`src/rtl/main_control_sequencer_pkg.sv`:
```
`default_nettype none
// edsac_ctl_pkg: timing constants and stage encoding shared by the main control,
// order decoder and arithmetic control.
package edsac_ctl_pkg;

   localparam int DIGITS  = 36;
   localparam int MINORS  = 16;
   localparam int DIGIT_W = 6;
   localparam int MINOR_W = 4;
   localparam int EXEC_W  = 4;

   typedef enum logic [1:0] {
      IDLE = 2'd0,
      S1   = 2'd1,
      S2   = 2'd2
   } state_t;

   // A zero-length Stage 2 still needs one major cycle to execute.
   function automatic logic [EXEC_W-1:0] clamp_len(input logic [EXEC_W-1:0] len);
      return (len == '0) ? {{(EXEC_W-1){1'b0}}, 1'b1} : len;
   endfunction

endpackage
`default_nettype wire

```
`src/rtl/main_control_sequencer_if.sv`:
```
`default_nettype none
// main_control_sequencer_if: panel/decoder inputs and timing/stage outputs of the
// main control sequencer.
interface main_control_sequencer_if;

   logic                                start;
   logic                                stop_req;
   logic                                single_shot;
   logic                                stop_order;
   logic [edsac_ctl_pkg::EXEC_W-1:0]    exec_len;
   logic                                order_flash_rdy;
   logic [edsac_ctl_pkg::DIGITS-1:0]    d;
   logic [edsac_ctl_pkg::MINOR_W-1:0]   minor;
   logic                                g12;
   logic                                g13;
   logic                                eps1;
   logic                                epsep;
   logic                                running;
   logic                                flash_fault;

   modport master (
      output start, stop_req, single_shot, stop_order, exec_len, order_flash_rdy,
      input  d, minor, g12, g13, eps1, epsep, running, flash_fault
   );

   modport slave (
      input  start, stop_req, single_shot, stop_order, exec_len, order_flash_rdy,
      output d, minor, g12, g13, eps1, epsep, running, flash_fault
   );

endinterface
`default_nettype wire

```
`src/rtl/main_control_sequencer_digit_timer.sv`:
```
`default_nettype none
// digit_timer: free-running digit/minor-cycle counters, one-hot digit pulses and
// the major-boundary strobe.
module digit_timer
   import edsac_ctl_pkg::*;
(
   input  logic               clk,
   input  logic               rst,
   output logic [DIGIT_W-1:0] digit,
   output logic [MINOR_W-1:0] minor,
   output logic [DIGITS-1:0]  d,
   output logic               mb
);

   logic digit_wrap;
   logic minor_last;

   assign digit_wrap = (digit == DIGIT_W'(DIGITS - 1));
   assign minor_last = (minor == MINOR_W'(MINORS - 1));
   assign mb         = digit_wrap && minor_last;

   always_ff @(posedge clk or posedge rst) begin
      if (rst) begin
         digit <= '0;
         minor <= '0;
      end else begin
         digit <= digit_wrap ? '0 : digit + 1'b1;
         if (digit_wrap) begin
            minor <= minor_last ? '0 : minor + 1'b1;
         end
      end
   end

   for (genvar k = 0; k < DIGITS; k++) begin : g_decode
      assign d[k] = (digit == DIGIT_W'(k));
   end

endmodule
`default_nettype wire

```
`src/rtl/main_control_sequencer.sv`:
```
`default_nettype none
// main_control_sequencer: steps the machine through Stage 1 (order transfer) and
// Stage 2 (execution) on major-cycle boundaries, with panel start/stop handling.
module main_control_sequencer
   import edsac_ctl_pkg::*;
(
   input  logic                    clk,
   input  logic                    rst,
   main_control_sequencer_if.slave bus
);

   logic [DIGIT_W-1:0] digit;
   logic [MINOR_W-1:0] minor;
   logic               mb;

   state_t             state;
   state_t             next_state;
   logic               pend_start;
   logic               stop_latched;
   logic               flash_fault;
   logic               flash_chk;
   logic [EXEC_W-1:0]  mcnt;

   logic               check_point;
   logic               fault_now;
   logic               eps1;
   logic               epsep;
   logic               enter_idle;

   digit_timer u_timer (
      .clk   (clk),
      .rst   (rst),
      .digit (digit),
      .minor (minor),
      .d     (bus.d),
      .mb    (mb)
   );

   // flash_chk is only ever set while in S2, so it also qualifies the state.
   assign check_point = flash_chk && (digit == DIGIT_W'(DIGITS - 1)) && (minor == '0);
   assign enter_idle  = (state != IDLE) && (next_state == IDLE);

   always_ff @(posedge clk or posedge rst) begin
      if (rst) begin
         state <= IDLE;
      end else begin
         state <= next_state;
      end
   end

   always_comb begin
      next_state = state;
      eps1       = 1'b0;
      epsep      = 1'b0;
      fault_now  = 1'b0;
      case (state)
         IDLE: begin
            if (mb && pend_start) begin
               next_state = S1;
            end
         end
         S1: begin
            if (mb) begin
               eps1       = 1'b1;
               next_state = S2;
            end
         end
         S2: begin
            if (check_point && !bus.order_flash_rdy) begin
               fault_now  = 1'b1;
               next_state = IDLE;
            end else if (mb && (mcnt == EXEC_W'(1))) begin
               epsep      = 1'b1;
               next_state = (bus.stop_order || stop_latched || bus.single_shot) ? IDLE : S1;
            end
         end
         default: begin
            next_state = IDLE;
         end
      endcase
   end

   always_ff @(posedge clk or posedge rst) begin
      if (rst) begin
         pend_start   <= 1'b0;
         stop_latched <= 1'b0;
         flash_fault  <= 1'b0;
         flash_chk    <= 1'b0;
         mcnt         <= '0;
      end else begin
         // Start is only armed from IDLE; stop takes priority when both arrive together.
         if (state != IDLE || next_state == S1) begin
            pend_start <= 1'b0;
         end else if (bus.stop_req) begin
            pend_start <= 1'b0;
         end else if (bus.start && !flash_fault) begin
            pend_start <= 1'b1;
         end

         if (enter_idle) begin
            stop_latched <= 1'b0;
         end else if (bus.stop_req) begin
            stop_latched <= 1'b1;
         end

         if (fault_now) begin
            flash_fault <= 1'b1;
         end

         if (state == S1 && next_state == S2) begin
            flash_chk <= 1'b1;
            mcnt      <= clamp_len(bus.exec_len);
         end else begin
            if (check_point) begin
               flash_chk <= 1'b0;
            end
            if (state == S2 && mb && mcnt != EXEC_W'(1)) begin
               mcnt <= mcnt - 1'b1;
            end
         end
      end
   end

   assign bus.minor       = minor;
   assign bus.g12         = (state == S1);
   assign bus.g13         = (state == S2);
   assign bus.eps1        = eps1;
   assign bus.epsep       = epsep;
   assign bus.running     = (state != IDLE);
   assign bus.flash_fault = flash_fault;

endmodule
`default_nettype wire

```
`src/flat_wrapper.sv`:
```
// flat-port wrapper written by rule: the top's interface ports become plain ports
module main_control_sequencer_flat import edsac_ctl_pkg::*;
  (clk, rst, bus_start, bus_stop_req, bus_single_shot, bus_stop_order, bus_exec_len, bus_order_flash_rdy, bus_d, bus_minor, bus_g12, bus_g13, bus_eps1, bus_epsep, bus_running, bus_flash_fault);
  main_control_sequencer_if bus_i ();
  input  logic clk;
  input  logic rst;
  input wire logic [$bits(bus_i.start)-1:0] bus_start;
  input wire logic [$bits(bus_i.stop_req)-1:0] bus_stop_req;
  input wire logic [$bits(bus_i.single_shot)-1:0] bus_single_shot;
  input wire logic [$bits(bus_i.stop_order)-1:0] bus_stop_order;
  input wire logic [$bits(bus_i.exec_len)-1:0] bus_exec_len;
  input wire logic [$bits(bus_i.order_flash_rdy)-1:0] bus_order_flash_rdy;
  output wire logic [$bits(bus_i.d)-1:0] bus_d;
  output wire logic [$bits(bus_i.minor)-1:0] bus_minor;
  output wire logic [$bits(bus_i.g12)-1:0] bus_g12;
  output wire logic [$bits(bus_i.g13)-1:0] bus_g13;
  output wire logic [$bits(bus_i.eps1)-1:0] bus_eps1;
  output wire logic [$bits(bus_i.epsep)-1:0] bus_epsep;
  output wire logic [$bits(bus_i.running)-1:0] bus_running;
  output wire logic [$bits(bus_i.flash_fault)-1:0] bus_flash_fault;
  assign bus_i.start = bus_start;
  assign bus_i.stop_req = bus_stop_req;
  assign bus_i.single_shot = bus_single_shot;
  assign bus_i.stop_order = bus_stop_order;
  assign bus_i.exec_len = bus_exec_len;
  assign bus_i.order_flash_rdy = bus_order_flash_rdy;
  assign bus_d = bus_i.d;
  assign bus_minor = bus_i.minor;
  assign bus_g12 = bus_i.g12;
  assign bus_g13 = bus_i.g13;
  assign bus_eps1 = bus_i.eps1;
  assign bus_epsep = bus_i.epsep;
  assign bus_running = bus_i.running;
  assign bus_flash_fault = bus_i.flash_fault;
  main_control_sequencer u_core (.clk(clk), .rst(rst), .bus(bus_i));
endmodule
```
`config.mk`:
```
export PLATFORM = sky130hd
export DESIGN_NAME = main_control_sequencer_flat
export DESIGN_NICKNAME = d
export VERILOG_FILES = /design/src/rtl/main_control_sequencer_pkg.sv /design/src/rtl/main_control_sequencer_if.sv /design/src/rtl/main_control_sequencer_digit_timer.sv /design/src/rtl/main_control_sequencer.sv /design/src/flat_wrapper.sv
export SDC_FILE = /design/constraint.sdc
export NUM_CORES = 1
export LEC_CHECK = 0
export ABC_AREA = 1
export BUFFER_PORTS_ARGS = -buffer_cell sky130_fd_sc_hd__buf_4
export CAP_MARGIN = 20
export CORE_MARGIN = 2
export CORE_UTILIZATION = 52
export DETAILED_ROUTE_END_ITERATION = 6
export PLACE_DENSITY = 0.84
export SKIP_CTS_REPAIR_TIMING = 1
export SLEW_MARGIN = 25
export SYNTH_ARGS = -nofsm -noshare
export SYNTH_HDL_FRONTEND = slang
export SYNTH_SLANG_ARGS = --single-unit
```
`constraint.sdc`:
```
create_clock -name clk -period 4 [get_ports clk]
set_clock_uncertainty 0.15 [all_clocks]
set_input_delay 0 -clock clk [delete_from_list [all_inputs] [get_ports clk]]
set_output_delay 0 -clock clk [all_outputs]
set_load 0.005 [all_outputs]
```
After elaboration in Yosys (flattened, before gate mapping)
Cells that the tools add are included.
{ "op_classes": {"eq_ne": 42, "n_mux": 25, "add_sub_neg": 3, "n_reduce_logical": 26} }
{ "op_table": {"columns": ["op", "count"], "rows": [
  ["6-bit by 5-bit == test with 1-bit output, second input constant", 16],
  ["6-bit by 4-bit == test with 1-bit output, second input constant", 8],
  ["6-bit by 3-bit == test with 1-bit output, second input constant", 4],
  ["6-bit == test, second input constant", 4],
  ["4-bit 2-to-1 mux", 4],
  ["1-bit 2-to-1 mux", 15],
  ["6-bit by 2-bit == test with 1-bit output, second input constant", 2],
  ["1-bit logical AND", 11],
  ["4-bit zero test", 2],
  ["2-bit 2-to-1 mux", 4],
  ["2-bit nonzero test", 4],
  ["6-bit by 1-bit adder with 6-bit output, second input constant", 1],
  ["6-bit by 1-bit == test with 1-bit output, second input constant", 1],
  ["6-bit zero test", 1],
  ["6-bit 2-to-1 mux", 1],
  ["2-bit one-hot mux with 3 select lines", 1],
  ["4-bit by 1-bit adder with 4-bit output, second input constant", 1],
  ["2-bit by 1-bit == test with 1-bit output, second input constant", 2],
  ["2-bit == test, second input constant", 2],
  ["4-bit by 1-bit == test with 1-bit output, second input constant", 1],
  ["4-bit == test, second input constant", 1],
  ["2-bit zero test", 2],
  ["4-bit by 1-bit != test with 1-bit output, second input constant", 1],
  ["4-bit by 1-bit subtractor with 4-bit output, second input constant", 1],
  ["other kinds (3)", 6]
]} }
{ "word_totals": {"word_cells": 104, "input_bits": 11, "reg_bits": 20} }

Logic depth before layout (Yosys ltp)
{ "logic_depth": {"depth_word": 9, "mapped_depth": 11, "depth_no_buf": 10} }

Modules after synthesis
Synthesis repeated with hierarchy kept, for this count alone.
{ "hier_totals": {"cells_unflattened": 197, "hier_area_um2": 1463.9} }
{ "modules_own_cells": {"columns": ["mod", "cells_per_inst", "instances", "area_per_inst_um2"], "rows": [
  ["digit_timer", 116, 1, 818.3],
  ["main_control_sequencer", 81, 1, 645.6]
]} }

Worst setup path after synthesis
Ideal clock, no wire load.
{ "synth_path": {"path_type": "flip-flop to flip-flop", "start": "reg u_core.u_timer.digit[0]", "end": "reg u_core.stop_latched", "setup_ps": 117, "stages_incl_launch_ff": 11, "required_time_ps": 3733, "path_buffers": 0, "slack_ps": 2373, "t_arrival_ps": 1360, "cell_sequence": "dfrtp_1 ha_1 inv_2 nor2_8 nand3_4 inv_2 nand2_1 o21ai_2 nand2_2 nor2_1 nor2_1"} }
{ "synth_via": {"elab_chain_len": 9, "elab_cells_between_ends": 16, "classes_between": "eq/ne: 1; mux: 6; reduce/logical: 9"} }
{ "synth_rtl": {"columns": ["element", "line_no", "source"], "rows": [
  ["from (decl)", "main_control_sequencer_digit_timer.sv:9", "output logic [DIGIT_W-1:0] digit,"],
  ["from (signal assigned)", "main_control_sequencer_digit_timer.sv:27", "digit <= digit_wrap ? '0 : digit + 1'b1;"],
  ["6-bit == test *", "main_control_sequencer_digit_timer.sv:18, main_control_sequencer.sv:40", null],
  ["1-bit logical AND, on equally long branches", "main_control_sequencer_digit_timer.sv:20, main_control_sequencer.sv:40", null],
  ["1-bit logical AND, on equally long branches", "main_control_sequencer.sv:72, main_control_sequencer.sv:40", null],
  ["2-bit 2-to-1 mux / 1-bit logical AND (equally long branches)", "main_control_sequencer.sv:72, main_control_sequencer.sv:69", null],
  ["2-bit 2-to-1 mux", "main_control_sequencer.sv:69", "if (check_point && !bus.order_flash_rdy) begin"],
  ["2-bit one-hot mux with 3 select lines *", "main_control_sequencer.sv:56", "case (state)"],
  ["via u_core.next_state[0]", "main_control_sequencer.sv:17", "state_t next_state;"],
  ["2-bit zero test *", "main_control_sequencer.sv:41", "assign enter_idle = (state != IDLE) && (next_state == IDLE);"],
  ["1-bit logical AND *", "main_control_sequencer.sv:41", null],
  ["1-bit 2-to-1 mux / 2-bit nonzero test (equally long branches)", null, null],
  ["to (signal assigned)", "main_control_sequencer.sv:86", "stop_latched <= 1'b0;"],
  ["to (signal assigned)", "main_control_sequencer.sv:101", "stop_latched <= 1'b0;"],
  ["to (signal assigned)", "main_control_sequencer.sv:103", "stop_latched <= 1'b1;"],
  ["to (decl)", "main_control_sequencer.sv:19", "logic stop_latched;"]
]} }
Mark *: on every way through the listed nets, which the timed path passes. The rest lies on a longest branch.
A chain may end at the register's enable or synchronous reset.

Final worst setup path
{ "layout_path": {"start": "reg u_core.u_timer.digit[3]", "end": "reg u_core.pend_start"} }
{ "layout_via": {"elab_chain_len": 9, "elab_cells_between_ends": 16, "classes_between": "eq/ne: 2; mux: 6; reduce/logical: 8"} }
{ "layout_rtl": {"columns": ["element", "line_no", "source"], "rows": [
  ["6-bit == test *", "main_control_sequencer_digit_timer.sv:18, main_control_sequencer.sv:40", null],
  ["1-bit logical AND, on equally long branches", "main_control_sequencer_digit_timer.sv:20, main_control_sequencer.sv:40", null],
  ["1-bit logical AND, on equally long branches", "main_control_sequencer.sv:72, main_control_sequencer.sv:40", null],
  ["2-bit 2-to-1 mux / 1-bit logical AND (equally long branches)", "main_control_sequencer.sv:72, main_control_sequencer.sv:69", null],
  ["2-bit 2-to-1 mux", "main_control_sequencer.sv:69", null],
  ["2-bit one-hot mux with 3 select lines *", "main_control_sequencer.sv:56", null],
  ["via u_core.next_state[0]", "main_control_sequencer.sv:17", null],
  ["2-bit by 1-bit == test with 1-bit output *", "main_control_sequencer.sv:92", "if (state != IDLE || next_state == S1) begin"],
  ["1-bit logical OR *", "main_control_sequencer.sv:92", null],
  ["3-bit nonzero test (no source line) / 1-bit 2-to-1 mux (equally long branches)", null, null],
  ["to (signal assigned)", "main_control_sequencer.sv:93", "pend_start <= 1'b0;"],
  ["to (signal assigned)", "main_control_sequencer.sv:95", "pend_start <= 1'b0;"],
  ["to (signal assigned)", "main_control_sequencer.sv:97", "pend_start <= 1'b1;"],
  ["to (decl)", "main_control_sequencer.sv:18", "logic pend_start;"]
]} }
Marked as above.

==> out/results.ini <==
[yosys]
synth_ff_type=dfrtp_1
yosysSeqAreaShare=0.337
yosysMostFrequentCell=nor2_1
synth.net_count=218
synth_edf_count=0
synthTopCellsByCount=nor2_1, nand2_1, inv_1, dfrtp_1, nand3_1
ys_ff_latch=20
synth_warnings=0
synth_area_sq_um=1480
synthDistinctLibCells=29
synthTopCellsByArea=dfrtp_1, nor2_1, nand2_1
yosys.area.top_type=dfrtp_1
netlist.area_leader.share=0.337
avgSynthCellArea_sq_um=7.46
syn_inst=199
synthArstFlopShare=1.00

[global_routing]
grt_pass1_wl_microns=5640
grt_max_degree=21
grtUsageTotal=0.213
grt_overflow_total=0
antenna_found_initial=0
grt_pass1_vias=1237

[die]
pin_count=57
fp.coreArea_sq_um=2730
start_util=0.543
die_h_microns=57.4
dieArea_sq_um=3300
die_w_microns=57.4
row_count=19

[worst_setup_path]
critical_path_class=flop to flop
crit_path_end_kind=flop
cpMaxStageDelayCell=dlygate4sd3_1
cp_max_fo=11
critical_path.cell_chain=nor2_8, nand2_4, nor2_4, nand3_1, nand4_1, nand2_2, nor3_2, dlygate4sd3_1
worst_setup_path_start_kind=flop
critPathRequiredTime_ns=4.09
worst_path_largest_cell_delay_ns=0.57
arrival_ns=2.46
reg2reg_depth=8

[finish]
syn_to_final_growth_pct=35.9
antenna_cells=0
fin_nets=283
fin_util=0.738
drive_above_1_share=0.302

[routing]
wire_per_inst_microns=12.0
drt-total-wl_microns=3510
met2_length_microns=1670
drtIter0Drc=80
highest_layer=met4
wl_met3_microns=168
avgViaCountPerCell=5.13
antenna_left=0
firstDrtPassIters=4
vias=1502
drc_errors=0
met1_length_microns=1620

[clock_network]
clockBufferDepth=2
clk_latency_ns=0.30
cts_buffers=3
cts_num_sinks=20
cts.clk_slew.worst_paths_ns=0.11
tritoncts=built
clockRootBuffer=clkbuf_4
cts_htree_levels=1

[placed_design]
port_buffers=56
gp_congestion=0.821
hpwl_microns=2590

[pwr]
p_sw_frac=0.216
p_sw_uw=69.1
power_frac_comb=0.068
finalPower_uw=320
power_frac_seq=0.634
power_density_nw_per_um2=159
internal_power_uw=251
clkPwrFrac=0.297
ir_drop_v=0.000236
leakagePower_nw=1.14

[status]
run_status=finished clean

[worst_hold_path]
min_path_type=input port to async pin

[timing]
relSlewSlack=0.493
fmax_mhz=422
rsz0062_at_grt=false
period_share=0.592
setup_viol=0
finalHoldViolations=0
drv_slew=0
max_slew.worst_pin.slew_ns=0.760
setup_tns_ns=0
period_minus_slack_ns=2.37

[job]
drv_cap=0

==> final timing paths <==
| kind | slack (ns) | to | startpoint |
|---|---|---|---|
| setup / recovery | 1.63 | u_core.pend_start | u_core.u_timer.digit[3] |
| hold / removal | 0.23 | u_core.stop_latched | rst |
| setup reg to reg | 1.63 | u_core.pend_start | u_core.u_timer.digit[3] |
| hold reg to reg | 0.34 | u_core.flash_chk | u_core.flash_chk |
| max in group asynchronous | 3.00 | u_core.u_timer.digit[0] | rst |
| min in group clk | 0.34 | u_core.mcnt[2] | bus_exec_len[2] |
==> flip-flops by register name, indices dropped and copies added, names as in the netlist <==
| signal | cells |
|---|---|
| u_core.mcnt | 4 |
| u_core.u_timer.minor | 4 |
| u_core.stop_latched | 1 |
| u_core.state | 2 |
| u_core.pend_start | 1 |
| u_core.u_timer.digit | 6 |
| u_core.bus.flash_fault | 1 |
| u_core.flash_chk | 1 |
==> power by group through the flow <==
stage	Clock (mW)	Sequential (mW)	Combinational (mW)
after floorplan	0	0.207	0.00509
after global placement	0	0.207	0.0146
after detailed placement	0	0.207	0.0145
after CTS	0.0989	0.203	0.0145
after global routing	0.107	0.203	0.0246
final	0.0952	0.203	0.0219
==> routing by layer <==
layer	track usage	vias to the layer above
li1	-	752
met1	0.312	699
met2	0.318	46
met3	0.0454	5
met4	0.0631	0
met5	0	-
==> final cells by class <==
| type | count | area (sq um) |
|---|---|---|
| multi-input combinational | 140 | 803 |
| clock buffer | 3 | 22.5 |
| timing repair buffer | 66 | 520 |
| sequential | 20 | 500 |
| fill | 238 | 717 |
| tap | 31 | 38.8 |
| inverter | 33 | 131 |
==> metrics by stage <==
stage | hold WS (ns) | instance area, sq um | std cells | setup slack, ns
after detailed placement | 0.0238 | 1890 | 280 | 2.16
after floorplan | -0.186 | 1480 | 199 | 2.37
after CTS | -0.311 | 1920 | 283 | 2.02
after global routing | 0.309 | 2020 | 293 | 1.43
final | 0.234 | 2020 | 293 | 1.63
after global placement | 0.0214 | 1890 | 280 | 2.23
==> layout by cell type (no fill, tap or decap), types with 8 or more instances in the layout <==
master         instances
dlygate4sd3_1         10
nand3_1               17
dfrtp_1               20
buf_4                 56
nor3_1                12
nor2_1                41
nand2_1               27
ha_1                   8
inv_1                 26
==> kinds of logic (layout without fill, tap and decap cells) <==
kind of cell / Yosys count / count (layout) / synth area share
buffers and inverters: 39 / 102 / 0.121
flip-flops: 20 / 20 / 0.337
XOR/XNOR: 5 / 5 / 0.0295
adder cells (fa/ha/maj): 8 / 8 / 0.0675
AND/OR/NAND/NOR: 111 / 111 / 0.383
AO/OA/AOI/OAI: 16 / 16 / 0.0615
==> worst max-delay path, delay by kind of cell, from the launching register on <==
family / cells / cell delay, ns
and+or+nand+nor: 7 / 1.01
buffers and inverters: 1 / 0.57
DFF: 1 / 0.56
(Power assumes the default switching activity.)
